`src/rtl/gfx_pkg.sv`:
```
// Shared shader-group constants and the group ID type.
// Latency: not applicable (declarations only).
// Backpressure: not applicable.
package gfx;
  localparam int SHADER_GROUPS     = 16;
  localparam int SHADER_GROUP_BITS = $clog2(SHADER_GROUPS);

  typedef logic [SHADER_GROUP_BITS-1:0] group_id;
endpackage

```
`src/rtl/gfx_shader_group_ring.sv`:
```
// Ring FIFO of group IDs with read/write pointers and an occupancy counter.
// Latency: an entry written at edge N is visible at the head from cycle N+1.
// Backpressure: none; the caller must never push when full or pop when empty.
module gfx_shader_group_ring #(
  parameter int DEPTH = 16,
  parameter int W     = 4
) (
  input  logic                       clk,
  input  logic                       rst_n,
  input  logic                       push,
  input  logic [W-1:0]               push_data,
  input  logic                       pop,
  output logic [W-1:0]               head,
  output logic [$clog2(DEPTH):0]     count
);
  localparam int PTR_BITS = $clog2(DEPTH);
  localparam logic [PTR_BITS-1:0] PTR_ONE = PTR_BITS'(1);
  localparam logic [PTR_BITS:0]   CNT_ONE = (PTR_BITS+1)'(1);

  logic [W-1:0]        mem [DEPTH];
  logic [PTR_BITS-1:0] wr_ptr;
  logic [PTR_BITS-1:0] rd_ptr;

  assign head = mem[rd_ptr];

  // Pointer and occupancy update; pointers wrap naturally at the power-of-two depth
  always_ff @(posedge clk or negedge rst_n) begin
    if (!rst_n) begin
      wr_ptr <= '0;
      rd_ptr <= '0;
      count  <= '0;
    end else begin
      if (push) wr_ptr <= wr_ptr + PTR_ONE;
      if (pop)  rd_ptr <= rd_ptr + PTR_ONE;
      if (push && !pop)      count <= count + CNT_ONE;
      else if (!push && pop) count <= count - CNT_ONE;
    end
  end

  // Storage write; contents are deliberately left unreset
  always_ff @(posedge clk) begin
    if (push) mem[wr_ptr] <= push_data;
  end
endmodule

```
`src/rtl/gfx_shader_group_requeue.sv`:
```
// Re-queues returning shader groups in arrival order and offers them to fetch.
// Latency: a group returned at edge N is offered from cycle N+1, no bypass.
// Backpressure: fetch side valid/ready; loop-back side has none, duplicates are dropped.
module gfx_shader_group_requeue
  import gfx::*;
#(
  parameter int  GROUPS     = SHADER_GROUPS,
  localparam int GROUP_BITS = $clog2(GROUPS)
) (
  input  logic                  clk,
  input  logic                  rst_n,
  input  logic                  loop_valid,
  input  logic [GROUP_BITS-1:0] loop_group,
  output logic                  fetch_valid,
  input  logic                  fetch_ready,
  output logic [GROUP_BITS-1:0] fetch_group,
  output logic [GROUP_BITS:0]   queued,
  output logic                  idle,
  output logic                  dup_err
);
  // One bit per group: set while that group sits in the ring.
  logic [GROUPS-1:0] res;
  logic              push;
  logic              pop;
  logic              dup;

  assign push        = loop_valid & ~res[loop_group];
  assign dup         = loop_valid &  res[loop_group];
  assign fetch_valid = (queued != '0);
  assign pop         = fetch_valid & fetch_ready;
  assign idle        = (queued == '0) & ~loop_valid;

  gfx_shader_group_ring #(
    .DEPTH (GROUPS),
    .W     (GROUP_BITS)
  ) u_ring (
    .clk       (clk),
    .rst_n     (rst_n),
    .push      (push),
    .push_data (loop_group),
    .pop       (pop),
    .head      (fetch_group),
    .count     (queued)
  );

  // Residency tracking; a push never targets the popped group since its bit is still set
  always_ff @(posedge clk or negedge rst_n) begin
    if (!rst_n) begin
      res <= '0;
    end else begin
      if (pop)  res[fetch_group] <= 1'b0;
      if (push) res[loop_group]  <= 1'b1;
    end
  end

  // Sticky flag for a dropped duplicate return
  always_ff @(posedge clk or negedge rst_n) begin
    if (!rst_n)   dup_err <= 1'b0;
    else if (dup) dup_err <= 1'b1;
  end

  a_queued_bound: assert property (@(posedge clk) disable iff (!rst_n)
    queued <= (GROUP_BITS+1)'(GROUPS));
  a_res_count: assert property (@(posedge clk) disable iff (!rst_n)
    $countones(res) == int'(queued));
  a_head_resident: assert property (@(posedge clk) disable iff (!rst_n)
    fetch_valid |-> res[fetch_group]);
endmodule

```
`config.mk`:
```
export PLATFORM = sky130hd
export DESIGN_NAME = gfx_shader_group_requeue
export DESIGN_NICKNAME = d
export VERILOG_FILES = /design/src/rtl/gfx_pkg.sv /design/src/rtl/gfx_shader_group_ring.sv /design/src/rtl/gfx_shader_group_requeue.sv
export SDC_FILE = /design/constraint.sdc
export NUM_CORES = 1
export LEC_CHECK = 0
export CORE_MARGIN = 1.5
export CORE_UTILIZATION = 55
export DETAILED_ROUTE_END_ITERATION = 8
export PLACE_DENSITY = 0.79
export SLEW_MARGIN = 5
export SYNTH_ARGS = -nofsm -noshare
export SYNTH_HDL_FRONTEND = slang
export SYNTH_SLANG_ARGS = --single-unit
```
`constraint.sdc`:
```
create_clock -name clk -period 7.1 [get_ports clk]
set_input_delay 1.065 -clock clk [delete_from_list [all_inputs] [get_ports clk]]
set_output_delay 1.065 -clock clk [all_outputs]
set_load 0.05 [all_outputs]
```
==> key figures <==
STA
  – Number of slew-limit violations in the final report: 0
  – Post-route setup TNS: 0 ns
  – Final setup violating endpoints: 0
  – Max Clock Skew: approximately 0.017 ns
  – Tightest Pin Transition: about 1.1 ns
  – Remaining max-slew budget at the tightest pin: 0.295
  – Hold violation count in the final report: 0
  – Shortest period the worst path allows: approximately 4.7 ns
  – Post-route fraction of the period consumed by the critical path: 0.661
  – Peak clock frequency supported by timing: approximately 210 MHz
  – RSZ-0062 raised after global routing: no

GRT
  – Largest net degree at the start of global routing: 31
  – Initial antenna violation count: 0
  – Vias in the first global route: ~2500
  – GR Util All Layers: 0.217
  – Remaining global-route overflow: 0
  – First-pass GRT wire length: around 14000 um

Finish
  – Fin cells: around 430
  – Final layout net count: about 340
  – Antenna cell count: 0
  – Layout area overhead: 9.51%
  – Final cell utilization of the core: 0.625
  – Post-route cell area: roughly 4900 um2
  – Share of cells above drive strength 1: 0.167
  – Count of fill cells added during filler insertion: 586

Setup path
  – Setup crit end: u_ring.count[4]$_DFFE_PN0P_
  – Master of the slowest instance on the critical path: sky130_fd_sc_hd__clkdlybuf4s50_1
  – Crit path required time: roughly 7.4 ns
  – Timing startpoint of the critical path: loop_group[1]
  – Crit path cell chain: clkdlybuf4s50_1, mux4_1, mux2_2, o22ai_4, ha_1, inv_1, ha_1, nor2b_1, o21a_1, or3_1, a21oi_1, xor2_1
  – Register-to-register setup slack: between 3 and 4 ns
  – Worst Reg2Reg Path Length in Cells: 11
  – Critical Path Sink Type: flip-flop
  – Data arrival time at the worst-slack endpoint: about 5.0 ns
  – Crit-path max cell delay: 1.08 ns
  – Top fanout value on the critical path: 27
  – Most repeated library cell on the critical path: sky130_fd_sc_hd__ha_1
  – Critical setup path kind: primary input to flip-flop
  – Kind of start point of the critical path: primary input
  – Source of the worst register-to-register timing path: res[9]$_DFF_PN0_
  – Reg-to-reg endpoint: u_ring.count[4]$_DFFE_PN0P_

Synth
  – Main area contributors after synthesis: sky130_fd_sc_hd__edfxtp_1 (43%), sky130_fd_sc_hd__dfrtp_1 (17%), sky130_fd_sc_hd__mux4_2 (8.6%), sky130_fd_sc_hd__ha_1 (2.8%), sky130_fd_sc_hd__nand2_1 (1.8%)
  – Synth Register Bits: 94
  – Most instantiated library cell after synthesis: sky130_fd_sc_hd__edfxtp_1
  – Dominant combinational cell family by area after synthesis: multiplexers
  – Distinct cell type count of the synthesized netlist: 55
  – Post-synthesis adder-cell area fraction: 0.0327
  – Multiplexer area fraction after synthesis: 0.122
  – Synth Flop Type: sky130_fd_sc_hd__edfxtp_1
  – Post-synthesis cell count: 297
  – Synth Area in Compound Gates: 0.0861
  – Number of warning messages in the yosys log: 0
  – Yosys top cell area share: 0.434
  – Average cell area after synthesis: 14.9 um2
  – Cell taking the most area after synthesis: sky130_fd_sc_hd__edfxtp_1
  – Post-synthesis net count: 316
  – Syn Std Cell Area: 4430 um2
  – Number of synthesized flops with an enable pin: 64
  – Async set-or-reset flop fraction in the synthesized netlist: 0.319
  – Simple-gate share of the synthesized area: 0.0985
  – Post-synth top cells: sky130_fd_sc_hd__edfxtp_1 (64), sky130_fd_sc_hd__dfrtp_1 (30), sky130_fd_sc_hd__nand2_1 (21)
  – Share of synthesized area occupied by flip-flops and latches: 0.603
  – Post-synthesis share of cell area spent on xor and xnor gates: 0.0198

Clock tree
  – CTS root buf: sky130_fd_sc_hd__clkbuf_8
  – Worst-case clock buffer depth: 2
  – Worst-Skew Late Latency: approximately 0.36 ns
  – Clock tree from TritonCTS: done
  – Total clock sinks: 94
  – Number of buffers inserted by hold repair at cts: 0
  – Post-CTS setup buffer count: 0
  – CTS HTree Levels: 3
  – Number of gates given a new drive strength after cts: 0
  – Clock transition at the registers of the reported paths: ~0.09 ns
  – Number of CTS-inserted buffers: 9

Pwr
  – Total net switching power: between 0.8 and 0.9 mW
  – Leakage power: ~1.8 nW
  – Power Dens Cells: 406 nW/um2
  – Maximum VDD drop: 0.000175 V
  – Clock power frac: 0.161
  – Comb power frac: 0.427
  – Internal power of the cells: ~1.2 mW
  – Net switching share of the total power: 0.408
  – Share of power burned in registers: 0.412

Place
  – Number of placed instances with taps included: between 400 and 500
  – Routability congestion estimate from global placement: slightly below 0.9
  – Cell area after placement: 4680 um2
  – Number of buffers added on ports: 19
  – Detailed Place HPWL: about 6000 um

Routing
  – Post-DR wirelength/cell: roughly 20 um
  – Routed Wire Length: about 8300 um
  – Number of antenna-violating nets in the routed design: 0
  – DRC violation count after routing: 0
  – Detailed-route via count: around 2500
  – Via density: 5.92
  – Number of detailed-route iterations in the first pass: 4
  – Detailed router's first-iteration violation count: approximately 180

Die
  – Die Wd: around 93 um
  – Initial Util: 0.571
  – Area of the die: 8610 um2
  – Area of the placeable core: between 7000 and 8000 um2
  – Standard-cell rows: 32
  – Total I/O pin count: 20
  – Overall die height: 92.8 um

Min path
  – Type of the most critical hold path: flip-flop to flip-flop

Run
  – Max_cap viols: 0

Outcome
  – Outcome: complete, no violations
## layout by cell type, fill, tap and decap left out, drive strengths merged, types with 5 or more instances in the layout
cell           Yosys  final
inv               21     22
xnor2              8      8
nor2              10     10
o21ai             11     11
nand2             22     22
mux4              19     19
dfrtp             30     30
nor3               5      5
clkdlybuf4s50      0     19
and2               5      5
clkinv             0      5
a21oi              5      5
mux2i              7      7
o221ai             9      9
ha                10     10
edfxtp            64     64
clkbuf             5      9
## through the flow
stage               hold slack (ns)  setup WS [ns]  power (mW)
finish                        0.491           2.41        1.97
global route                  0.516           2.16        2.09
CTS                           0.497           2.42        1.98
detailed placement            0.469           2.04        1.66
global placement              0.463           2.18        1.64
floorplan                     0.444           3.22        1.46
## cells by family (layout without fill, tap and decap cells)
kind of cell	Yosys count	in the layout
buffers and inverters	33	59
AOI/OAI and AO/OA	45	45
DFF	94	94
xor gates and xnor gates	10	10
adders and majority gates	11	11
and+or+nand+nor	75	75
muxes	29	29
## metal layers
metal  up-vias  share of wire  global-route usage  wire, um
li1       1171              -                   -         -
met3         9          0.069              0.0542       569
met5         -              0                   0         0
met1      1253           0.45               0.314      3700
met4         0          0.014              0.0795       118
met2        83           0.47               0.319      3910
## worst max-delay path, delay by kind of cell
kind | cells | cell delay [ns]
buf+inv | 2 | 1.20
compound gates | 3 | 0.75
mux | 2 | 0.74
fa+ha+maj | 2 | 0.61
simple gates | 2 | 0.43
xor+xnor | 1 | 0.16
## sequential cells by signal (all words and copies together) (netlist names)
register	cells
u_ring.mem	64
res	16
u_ring.wr_ptr	4
dup_err	1
u_ring.count	5
u_ring.rd_ptr	4
## power groups by stage
stage	registers [mW]	clock network (mW)	logic [mW]
floorplan	0.776	0	0.680
global placement	0.820	0	0.820
detailed placement	0.822	0	0.842
CTS	0.811	0.322	0.843
global route	0.833	0.343	0.911
finish	0.811	0.317	0.842
## how the worst min path moves through the flow
stage | start | to | slack [ns] | depth (start not counted)
after global placement | dup_err$_DFFE_PN0P_ | dup_err$_DFFE_PN0P_ | 0.46 | 1
final | u_ring.count[4]$_DFFE_PN0P_ | u_ring.count[4]$_DFFE_PN0P_ | 0.49 | 1
after floorplan | res[15]$_DFF_PN0_ | res[15]$_DFF_PN0_ | 0.44 | 1
after global routing | u_ring.count[4]$_DFFE_PN0P_ | u_ring.count[4]$_DFFE_PN0P_ | 0.52 | 1
after CTS | dup_err$_DFFE_PN0P_ | dup_err$_DFFE_PN0P_ | 0.50 | 1
after detailed placement | dup_err$_DFFE_PN0P_ | dup_err$_DFFE_PN0P_ | 0.47 | 1
## area by class of cell
| type | count | area [um2] | share of cell area |
|---|---|---|---|
| inverters | 21 | 78.8 | 0.0162 |
| well taps | 102 | 128 | 0.0263 |
| repair buffers | 22 | 213 | 0.0438 |
| clock inverters | 7 | 48.8 | 0.0101 |
| multi-input cells | 170 | 1590 | 0.328 |
| clock buffers | 9 | 124 | 0.0255 |
| flip-flops and latches | 94 | 2670 | 0.551 |
Note: power is estimated with default switching activity, not from simulation.
